$ cat config.mk
export PLATFORM = sky130hd
export DESIGN_NAME = buzzer_tone_gen
export DESIGN_NICKNAME = d
export VERILOG_FILES = /design/src/rtl/piano_pkg.sv /design/src/rtl/note_period_rom.sv /design/src/rtl/buzzer_tone_gen.sv
export SDC_FILE = /design/constraint.sdc
export NUM_CORES = 1
export LEC_CHECK = 0
export BUFFER_PORTS_ARGS = -buffer_cell sky130_fd_sc_hd__buf_2
export CORE_MARGIN = 3
export CORE_UTILIZATION = 63
export CTS_CLUSTER_DIAMETER = 120
export DETAILED_ROUTE_END_ITERATION = 6
export PLACE_DENSITY = 0.81
export REMOVE_ABC_BUFFERS = 1
export SLEW_MARGIN = 20
export SYNTH_ARGS = -nofsm -noshare
export SYNTH_HDL_FRONTEND = slang
export SYNTH_SLANG_ARGS = --single-unit
$ cat constraint.sdc
create_clock -name clk -period 4.5 [get_ports clk]
set_input_delay 0.225 -clock clk [delete_from_list [all_inputs] [get_ports clk]]
set_output_delay 0.225 -clock clk [all_outputs]
set_load 0.005 [all_outputs]
$ cat src/rtl/piano_pkg.sv
// piano_pkg: note codes, player states and the octave-4 half-period table shared by the piano blocks.
package piano_pkg;
   localparam int HP_W = 19;
   typedef enum logic [1:0] {ST_IDLE, ST_PLAY, ST_RELEASE} state_t;
   localparam logic [3:0] NOTE_REST = 4'd0;
   localparam logic [3:0] NOTE_C  = 4'd1;
   localparam logic [3:0] NOTE_CS = 4'd2;
   localparam logic [3:0] NOTE_D  = 4'd3;
   localparam logic [3:0] NOTE_DS = 4'd4;
   localparam logic [3:0] NOTE_E  = 4'd5;
   localparam logic [3:0] NOTE_F  = 4'd6;
   localparam logic [3:0] NOTE_FS = 4'd7;
   localparam logic [3:0] NOTE_G  = 4'd8;
   localparam logic [3:0] NOTE_GS = 4'd9;
   localparam logic [3:0] NOTE_A  = 4'd10;
   localparam logic [3:0] NOTE_AS = 4'd11;
   localparam logic [3:0] NOTE_B  = 4'd12;

   function automatic logic [HP_W-1:0] half_period(input logic [3:0] k);
      case (k)
         NOTE_C:  half_period = 19'd191110;
         NOTE_CS: half_period = 19'd180388;
         NOTE_D:  half_period = 19'd170265;
         NOTE_DS: half_period = 19'd160705;
         NOTE_E:  half_period = 19'd151685;
         NOTE_F:  half_period = 19'd143172;
         NOTE_FS: half_period = 19'd135139;
         NOTE_G:  half_period = 19'd127551;
         NOTE_GS: half_period = 19'd120395;
         NOTE_A:  half_period = 19'd113636;
         NOTE_AS: half_period = 19'd107259;
         NOTE_B:  half_period = 19'd101239;
         default: half_period = '0;
      endcase
   endfunction
endpackage

$ cat src/rtl/note_period_rom.sv
// note_period_rom: maps key/octave to a scaled half-period in clock cycles, floored at 2.
module note_period_rom
   import piano_pkg::*;
#(
   parameter int DIV_SHIFT = 0
) (
   input  logic [3:0]      key_i,
   input  logic [1:0]      octave_i,
   output logic [HP_W-1:0] hp_o,
   output logic            valid_o
);
   logic [HP_W-1:0] base, oct_hp, shr;

   always_comb begin
      base    = half_period(key_i);
      oct_hp  = (octave_i == 2'd0) ? base << 1 : base >> (octave_i - 2'd1);
      shr     = oct_hp >> DIV_SHIFT;
      hp_o    = (shr < HP_W'(2)) ? HP_W'(2) : shr;
      valid_o = (key_i >= NOTE_C) && (key_i <= NOTE_B);
   end
endmodule

$ cat src/rtl/buzzer_tone_gen.sv
// buzzer_tone_gen: square-wave buzzer driver with glitch-free note start, change and stop.
module buzzer_tone_gen
   import piano_pkg::*;
#(
   parameter int DIV_SHIFT = 0
) (
   input  logic       clk,
   input  logic       rst,
   input  logic       key_on,
   input  logic [3:0] key,
   input  logic [1:0] octave,
   output logic       buzzer,
   output logic       playing,
   output logic [3:0] cur_key
);
   state_t          state_q, state_d;
   logic [HP_W-1:0] cnt_q, cnt_d, hp_q, hp_d, rom_hp;
   logic [3:0]      key_q, key_d;
   logic            buz_q, buz_d, rom_valid, req, tgl;

   note_period_rom #(.DIV_SHIFT(DIV_SHIFT)) u_rom (
      .key_i   (key),
      .octave_i(octave),
      .hp_o    (rom_hp),
      .valid_o (rom_valid)
   );

   assign req = key_on & rom_valid;
   assign tgl = cnt_q == hp_q - HP_W'(1);

   always_comb begin
      state_d = state_q;
      cnt_d   = cnt_q;
      hp_d    = hp_q;
      buz_d   = buz_q;
      key_d   = key_q;
      if (state_q == ST_IDLE) begin
         if (req) begin
            key_d   = key;
            hp_d    = rom_hp;
            cnt_d   = '0;
            buz_d   = 1'b1;
            state_d = ST_PLAY;
         end
      end else if (!tgl) begin
         cnt_d = cnt_q + HP_W'(1);
      end else begin
         cnt_d = '0;
         buz_d = ~buz_q;
         // RELEASE is only ever entered on a rising toggle, so buz_q=1 here means this toggle ends the note
         if (req) begin
            key_d   = key;
            hp_d    = rom_hp;
            state_d = ST_PLAY;
         end else if (buz_q) begin
            key_d   = NOTE_REST;
            state_d = ST_IDLE;
         end else begin
            state_d = ST_RELEASE;
         end
      end
   end

   always_ff @(posedge clk or posedge rst) begin
      if (rst) begin
         state_q <= ST_IDLE;
         cnt_q   <= '0;
         hp_q    <= '0;
         buz_q   <= 1'b0;
         key_q   <= NOTE_REST;
      end else begin
         state_q <= state_d;
         cnt_q   <= cnt_d;
         hp_q    <= hp_d;
         buz_q   <= buz_d;
         key_q   <= key_d;
      end
   end

   assign buzzer  = buz_q;
   assign playing = state_q != ST_IDLE;
   assign cur_key = key_q;
endmodule

==> flow_summary.toml, run 1 <==
[finish]
n_fill_cell = 460
regArea_um2 = 1130
final_cells = 525
layout.nets = 472
diodes = 0
drive_gt1_frac = 0.128
multi_input_area_um2 = 2490
syn2layout_area_growth_pct = 4.32

[place]
gp_congestion = 0.950
dp.final_hpwl_mm = 6.89
dp.cells = 517
io_buffer_count = 14

[synth]
synth_cell_types = 69
postSynthCellCount = 452
synth-edff-count = 0
syn_area_um2 = 3820
yosysTopAreaCellShare = 0.295
synth_warnings = 0
yosys_most_used_dff = "dfrtp_1"
synth_seq_cells = 45
synth_area_leaders = "dfrtp_1 29%, nor2_1 5.4%, xnor2_1 4.6%"
syn_area_per_cell_um2 = 8.46
async_reset_ff_frac = 1.00
synth_most_common_cell = "nor2_1"
synth_area_leader_cell = "dfrtp_1"
synth_common_cells = "55 x nor2_1, 45 x dfrtp_1, 39 x nand2_1, 33 x a21oi_1, 23 x o21ai_0"
synth-seq-area-share = 0.295

[critical_path]
endpoint_kind = "register"
worst-setup-path-type = "reg2reg"
start_kind = "register"
critPathSlowestCell = "or4_1"
cp_num_buf_inv = 2
worst_ep_required_time_ps = 4680
critPathMaxFanout = 23
max_stage_delay_ps = 550
cp_cell_sequence = "inv_1 -> ha_1 -> nor4b_1 -> nand4b_1 -> xnor2_1 -> or4_1 -> or4_4 -> o31ai_4 -> and2_1 -> buf_4 -> mux2_1"
reg2reg_from = "hp_q[0]$_DFFE_PP0P_"
worstPathArrival_ps = 4090
path_delay_family = "simple AND/OR/NAND/NOR gates"
worstSetupStartpoint = "hp_q[0]$_DFFE_PP0P_"

[cts]
clkLatencyLatePin_ps = 300
h-tree-depth = 2
cts_sinks = 45
clock_path_buffers = 2
cts_tree = "built"
cts_root_buffer = "clkbuf_8"
clkTransAtPathRegs_ps = 90
hold_buffers = 0
cts.repair.resized = 0
postCtsSetupBuffers = 0
cts_buffers = 5

[power_and_ir_drop]
intPower_uw = 758
combPwrFrac = 0.282
cellPowerDensity_nw_per_um2 = 290
p_leak_nw = 1.70
switchingPower_uw = 400
clockPowerShare = 0.280
peakVddDrop_uv = 233
p_total_mw = 1.16
p_sw_frac = 0.345
pwr-share-seq = 0.438

[detailed_routing]
antenna_left = 0
routed_wl_mm = 9.14
first_pass_iters = 5
vias_per_cell = 6.40
vias = 3362
routedWlPerCell_um = 17.4
drt-initial-drc-count = 381
drc_errors = 0

[sta]
grt_setup_unrepaired = "no"
skew_ps = 8.91
worst_pin_slew_ps = 932
finalMaxSlewViolations = 0
tns_ps = 0
finalCritPeriodShare = 0.870
maxSlewHeadroom = 0.379
hold_viol = 0
setup_viol = 0
period_minus_slack_ps = 3920
fmax_ghz = 0.255

[floorplanning]
fp.dieH_um = 83.9
ios = 15
die_area_um2 = 7040
die_w_um = 83.9
start_util = 0.674
fp-row-count = 27
coreArea_um2 = 5680

[grt]
grt_pass1_wl_mm = 15.4
grt_overflow = 0
antenna_found_initial = 0
grt_pass1_vias = 3128
grt_use_total = 0.267
grt_start_max_net_pins = 46

[outcome]
outcome = "finished clean"

[hold_path]
hold_path_class = "in2async"

[run]
cap_violations = 0
==> per-stage QoR <==
step / hold WS [ps] / setup WS [ps] / util / instance area (um^2)
after floorplan: 375 / 602 / - / 3680
after global placement: 386 / 736 / 0.681 / 3870
after detailed placement: 401 / 674 / 0.681 / 3870
after CTS: 79.5 / 591 / 0.703 / 3990
after global routing: 121 / 372 / 0.703 / 3990
final: 52.1 / 584 / 0.703 / 3990
==> power by group through the flow <==
stage | clock (mW) | combinational [mW] | sequential, mW
final | 0.325 | 0.326 | 0.507
after global routing | 0.344 | 0.367 | 0.514
after CTS | 0.329 | 0.320 | 0.506
after detailed placement | 0 | 0.316 | 0.515
after global placement | 0 | 0.307 | 0.513
after floorplan | 0 | 0.248 | 0.499
==> layout by cell type, fill, tap and decap left out, drive strengths merged, types with 9 or more instances in the layout <==
master  count
nor2       55
dfrtp      45
nand2      39
a21oi      35
o21ai      23
xnor2      20
mux2       20
xor2       18
buf        18
a211oi     14
nor3       14
mux2i      13
inv        13
or4        12
nand3      11
ha         11
nand4      10
nand2b      9
==> area by class of cell <==
type	count	share of cell area
Timing Repair Buffer	18	0.0251
Clock buffer	6	0.0207
Tap cell	72	0.0226
Clock inverter	2	0.00941
Multi-Input combinational cell	367	0.626
Inverter	15	0.0141
Sequential cell	45	0.282
==> logic make-up (layout without fill, tap and decap cells) <==
| group | Yosys count | count (layout) | synth area share |
|---|---|---|---|
| DFF | 45 | 45 | 0.295 |
| buffers and inverters | 40 | 41 | 0.0527 |
| xor gates and xnor gates | 38 | 38 | 0.0871 |
| AOI/OAI and AO/OA | 103 | 103 | 0.179 |
| adders and majority gates | 11 | 11 | 0.0360 |
| muxes | 34 | 34 | 0.109 |
| and+or+nand+nor | 181 | 181 | 0.242 |
==> flip-flops by register name (all words and copies together) (netlist names) <==
signal and cells:
state_q 2, cur_key 4, hp_q 19, cnt_q 19, buzzer 1
==> worst reg2reg max path, cell delays in order (launching register included) <==
cell,delay [ps]
dfrtp_1,420
inv_1,80
ha_1,200
nor4b_1,430
nand4b_1,220
xnor2_1,210
or4_1,560
or4_4,450
o31ai_4,350
and2_1,180
buf_4,320
mux2_1,370
==> layer usage <==
| layer | up-vias | track usage | share of wire |
|---|---|---|---|
| li1 | 1630 | - | - |
| met1 | 1578 | 0.384 | 0.46 |
| met2 | 136 | 0.424 | 0.46 |
| met3 | 18 | 0.0355 | 0.066 |
| met4 | 0 | 0.0643 | 0.019 |
| met5 | - | 0 | 0 |
==> worst paths after layout <==
check,endpoint,slack [ps],depth (start not counted)
setup / recovery,hp_q[11]$_DFFE_PP0P_,580,11
max in group asynchronous,hp_q[12]$_DFFE_PP0P_,4050,3
hold reg to reg,state_q[0]$_DFFE_PP0P_,520,1
hold / removal,cnt_q[7]$_DFFE_PP0P_,50,3
min in group clk,hp_q[18]$_DFFE_PP0P_,230,3
setup reg to reg,hp_q[11]$_DFFE_PP0P_,580,11
Note: power is estimated with default switching activity, not from simulation.
==> run 2, diff against run 1 <==
--- a/config.mk
+++ b/config.mk
@@ -11,7 +11,6 @@
 export CTS_CLUSTER_DIAMETER = 120
 export DETAILED_ROUTE_END_ITERATION = 6
 export PLACE_DENSITY = 0.81
-export REMOVE_ABC_BUFFERS = 1
 export SLEW_MARGIN = 20
 export SYNTH_ARGS = -nofsm -noshare
 export SYNTH_HDL_FRONTEND = slang
==> run 2 against run 1 <==
  * Combinational power increased by 2%
  * First-iteration DRC count fell by 21%
  * Largest cell class unchanged
  * Critical endpoint is now hp_q[14]$_DFFE_PP0P_
  * Register-to-register slack got worse by 130 ps
  * Design area decreased by 0.82%
==> flow_summary.toml, run 2 (synthesis gave the netlist of run 1 again) <==
[cts]
cts.repair.resized = 0
clkTransAtPathRegs_ps = 90
cts_buffers = 5
cts_tree = "built"
cts_root_buffer = "clkbuf_8"
clock_path_buffers = 2
clkLatencyLatePin_ps = 300
postCtsSetupBuffers = 0
hold_buffers = 0
h-tree-depth = 2
cts_sinks = 45

[place]
dp.final_hpwl_mm = 6.83
dp_slack_ps = 590
placed_area_um2 = 3870
gp_congestion = 0.920
io_buffer_count = 14

[floorplanning]
die_area_um2 = 7040
fp.dieH_um = 83.9
die_w_um = 83.9
start_util = 0.674
ios = 15
coreArea_um2 = 5680
fp-row-count = 27

[finish]
drive_gt1_frac = 0.126
diodes = 0
layout_commonest_cell = "nor2_1"
layout.nets = 472
design_area_um2 = 3960
syn2layout_area_growth_pct = 3.47
final_cell_mix = "55 x nor2_1, 45 x dfrtp_1, 39 x nand2_1, 33 x a21oi_1, 23 x o21ai_0"
n_fill_cell = 455

[hold_path]
hold_path_class = "in2async"

[grt]
busiest_layer = "met2"
grt_pass1_wl_mm = 15.9
grt_overflow = 0
grt_pass1_vias = 3213
grt_use_met2 = 0.427
gr-usage-met1 = 0.409
grt_start_max_net_pins = 46
grt_util_met3 = 0.0405
grt_use_total = 0.275
antenna_found_initial = 0

[critical_path]
endpoint_kind = "register"
start_kind = "register"
worstPathArrival_ps = 4230
critPathMaxFanout = 17
worst-setup-path-type = "reg2reg"
worst_ep_required_time_ps = 4680

[detailed_routing]
vias = 3441
routed_wl_mm = 9.25
first_pass_iters = 6
vias_per_cell = 6.55
drc_errors = 0
antenna_left = 0
routedWlPerCell_um = 17.6
drt-initial-drc-count = 300

[sta]
setup_slack_ps = 453
fmax_ghz = 0.247
period_minus_slack_ps = 4050
grt_setup_unrepaired = "no"
skew_ps = 12.3
hold_viol = 0
tns_ps = 0
setup_viol = 0
worst_pin_slew_ps = 963
finalMaxSlewViolations = 0
finalCritPeriodShare = 0.899
maxSlewHeadroom = 0.358

[power_and_ir_drop]
p_leak_nw = 1.68
cellPowerDensity_nw_per_um2 = 279
peakVddDrop_uv = 217

[outcome]
outcome = "finished clean"

[run]
cap_violations = 0

[synth]
syn_nets = 472
## run 2: changes by cell type in the layout (fill, tap and decap cells not counted), sizes merged
| cell | previous run | this run |
|---|---|---|
| bufinv | 1 | 0 |
| clkinvlp | 1 | 2 |
## run 2: where the power goes
group | internal [mW] | switching [mW] | total, mW
Clock | 0.110 | 0.144 | 0.253
Sequential | 0.444 | 0.0717 | 0.516
Combinational | 0.133 | 0.200 | 0.333
## run 2: cell type report
cell class | instances | area, um^2 | area share
multi-input combinational | 367 | 2490 | 0.631
sequential | 45 | 1130 | 0.285
timing repair buffer | 18 | 100 | 0.0253
tap | 72 | 90.1 | 0.0228
clock buffer | 6 | 72.6 | 0.0183
inverter | 15 | 56.3 | 0.0142
clock inverter | 2 | 15.0 | 0.00380
## run 2: worst paths after layout
| path | start | endpoint | slack, ps | cells past startpoint |
|---|---|---|---|---|
| max in group asynchronous | rst | hp_q[13]$_DFFE_PP0P_ | 4050 | 3 |
| hold / removal | rst | cnt_q[12]$_DFFE_PP0P_ | 60 | 3 |
| hold reg to reg | buzzer$_DFFE_PP0P_ | state_q[1]$_DFFE_PP0P_ | 520 | 1 |
| setup reg to reg | hp_q[0]$_DFFE_PP0P_ | hp_q[14]$_DFFE_PP0P_ | 450 | 11 |
| min in group clk | key_on | hp_q[18]$_DFFE_PP0P_ | 240 | 3 |
| setup / recovery | hp_q[0]$_DFFE_PP0P_ | hp_q[14]$_DFFE_PP0P_ | 450 | 11 |
## run 2: through the flow
stage	hold slack (ps)	util	std cells	total power, mW
3_3_place_gp	382	0.681	517	0.829
3_5_place_dp	412	0.681	517	0.842
2_1_floorplan	387	-	452	0.755
4_1_cts	81.2	0.697	525	1.09
5_1_grt	110	0.697	525	1.17
6_report	57.5	0.697	525	1.10
## run 2: per-layer routing
layer | vias up | part of all wire
met5 | - | 0
met4 | 0 | 0.012
met3 | 16 | 0.070
met2 | 159 | 0.45
met1 | 1640 | 0.47
li1 | 1626 | -
## run 2: critical path, cell delays in order (launching register included)
cell and delay [ps]:
dfrtp_1 430, inv_1 90, ha_1 220, nor4b_1 560, nand4b_1 260, xnor2_1 210, or4_1 560, or4_4 440
o31ai_4 190, and2_1 280, buf_4 330, mux2_1 350
==> run 3, diff against run 2 <==
--- a/config.mk
+++ b/config.mk
@@ -6,11 +6,13 @@
 export NUM_CORES = 1
 export LEC_CHECK = 0
 export BUFFER_PORTS_ARGS = -buffer_cell sky130_fd_sc_hd__buf_2
+export CELL_PAD_IN_SITES_DETAIL_PLACEMENT = 1
+export CELL_PAD_IN_SITES_GLOBAL_PLACEMENT = 1
 export CORE_MARGIN = 3
-export CORE_UTILIZATION = 63
+export CORE_UTILIZATION = 48
 export CTS_CLUSTER_DIAMETER = 120
 export DETAILED_ROUTE_END_ITERATION = 6
-export PLACE_DENSITY = 0.81
+export PLACE_DENSITY_LB_ADDON = 0.1
 export SLEW_MARGIN = 20
 export SYNTH_ARGS = -nofsm -noshare
 export SYNTH_HDL_FRONTEND = slang
==> run 3 against run 2 <==
  * Clock skew down 4.0 ps
  * Via count down 1.5%
  * Wire length up 17%
  * Critical path depth up 1
  * Global-route usage down 2.5 points
  * Power up 6.4%
  * First-iteration DRC count down 46%
  * Count of clock-buffer cells in the layout unchanged
  * Cell count up 5.0%
  * Worst setup slack worse by 2.0 ps
  * Sequential share of layout area down 0.36 points
  * Critical endpoint is now hp_q[1]$_DFFE_PP0P_
  * Highest routed layer unchanged
==> flow_summary.toml, run 3 (synthesis gave the netlist of run 1 again) <==
[detailed_routing]
drc_errors = 0
routedWlPerCell_um = 19.6
drt-initial-drc-count = 161
vias_per_cell = 6.15
antenna_left = 0
routed_wl_mm = 10.8
first_pass_iters = 4
vias = 3391

[cts]
clkTransAtPathRegs_ps = 90
cts_tree = "built"
clock_path_buffers = 2
clkLatencyLatePin_ps = 300
postCtsSetupBuffers = 0
cts_root_buffer = "clkbuf_8"
cts.repair.resized = 0
h-tree-depth = 2
hold_buffers = 0
cts_sinks = 45
cts_buffers = 5

[finish]
diodes = 0
layout_commonest_cell = "nor2_1"
layout.nets = 471
syn2layout_area_growth_pct = 4.78
final_cell_mix = "55 x nor2_1, 45 x dfrtp_1, 39 x nand2_1, 33 x a21oi_1, 23 x o21ai_0"
drive_gt1_frac = 0.126

[floorplanning]
fp-row-count = 31
fp.dieH_um = 95.2
ios = 15
die_area_um2 = 9070
start_util = 0.511
coreArea_um2 = 7490
die_w_um = 95.2

[critical_path]
start_kind = "register"
reg2reg_depth = 12
timing.critical_path.mode_cell = "buf_4"
critPathMaxFanout = 16
cp_cell_sequence = "inv_1 -> ha_1 -> nor4b_1 -> nand4b_1 -> xnor2_1 -> or4_1 -> or4_4 -> o31ai_4 -> and2_1 -> buf_4 -> buf_4 -> mux2i_1"
critPathSlowestCell = "nor4b_1"
path_delay_family = "simple AND/OR/NAND/NOR gates"
endpoint_kind = "register"
max_stage_delay_ps = 580
worstPathArrival_ps = 4280
path_depth = 12
worst-setup-path-type = "reg2reg"
cp_num_buf_inv = 3
worst_ep_required_time_ps = 4730

[sta]
fmax_ghz = 0.247
setup_viol = 0
hold_viol = 0
tns_ps = 0
maxSlewHeadroom = 0.319
worst_pin_slew_ps = 1020
setup_slack_ps = 451
finalMaxSlewViolations = 0
period_minus_slack_ps = 4050
finalCritPeriodShare = 0.900
grt_setup_unrepaired = "no"
skew_ps = 8.27

[outcome]
outcome = "finished clean"

[power_and_ir_drop]
peakVddDrop_uv = 149
p_total_mw = 1.17
cellPowerDensity_nw_per_um2 = 293
p_leak_nw = 1.69

[grt]
grt_pass1_vias = 3342
antenna_found_initial = 0
grt_start_max_net_pins = 46
grt_use_total = 0.250
grt_pass1_wl_mm = 17.7
grt_overflow = 0

[place]
gp_congestion = 0.842
dp.final_hpwl_mm = 8.18
dp_slack_ps = 592
io_buffer_count = 14

[synth]
syn_nets = 472

[hold_path]
hold_path_class = "in2async"

[run]
cap_violations = 0
==> run 3: cell types whose count changed in the layout (fill, tap and decap cells not counted) <==
cell and change:
clkinv_1 -1, clkinv_4 +1, bufinv_16 +1, clkinvlp_4 -2
buf_4 -1, inv_2 +1
==> run 3: layer usage <==
layer	track usage	vias up	share of wire	wire (um)
met3	0.0268	11	0.026	284
met1	0.374	1700	0.52	5600
met2	0.393	64	0.45	4840
met5	0	-	0	0
li1	-	1616	-	-
met4	0.0421	0	0.0083	90
==> run 3: worst reg2reg max path, delay by kind of cell, from the launching register on <==
kind,cells,cell delay [ps]
mux,1,210
flops,1,420
fa+ha+maj,1,210
simple gates,5,2120
buf+inv,3,630
compound gates,1,200
xor+xnor,1,210
==> run 3: path summary, 6_finish.rpt <==
kind | from | endpoint | slack, ps
min reg2reg | buzzer$_DFFE_PP0P_ | state_q[1]$_DFFE_PP0P_ | 520
min | rst | state_q[1]$_DFFE_PP0P_ | 140
max | hp_q[0]$_DFFE_PP0P_ | hp_q[1]$_DFFE_PP0P_ | 450
max reg2reg | hp_q[0]$_DFFE_PP0P_ | hp_q[1]$_DFFE_PP0P_ | 450
min in group clk | key_on | hp_q[18]$_DFFE_PP0P_ | 240
max in group asynchronous | rst | hp_q[0]$_DFFE_PP0P_ | 3760
==> run 3: power by group <==
part,switching [mW],internal [mW]
clock,0.150,0.167
combinational,0.211,0.133
sequential,0.0680,0.444
total,0.429,0.744
==> run 3: per-stage QoR <==
step	util	instance area (um^2)	std cells	hold slack, ps
5_1_grt	0.535	4010	551	217
3_3_place_gp	0.520	3890	543	480
6_report	0.535	4010	551	140
4_1_cts	0.535	4010	551	171
3_5_place_dp	0.520	3890	543	505
2_1_floorplan	-	3820	452	387
==> run 3: cell type report <==
class / count / area [um^2]
clock buffers: 6 / 72.6
fillers: 911 / 3480
repair buffers: 17 / 92.6
clock inverters: 2 / 38.8
multi-input cells: 367 / 2490
flip-flops and latches: 45 / 1130
well taps: 99 / 124
inverters: 15 / 56.3
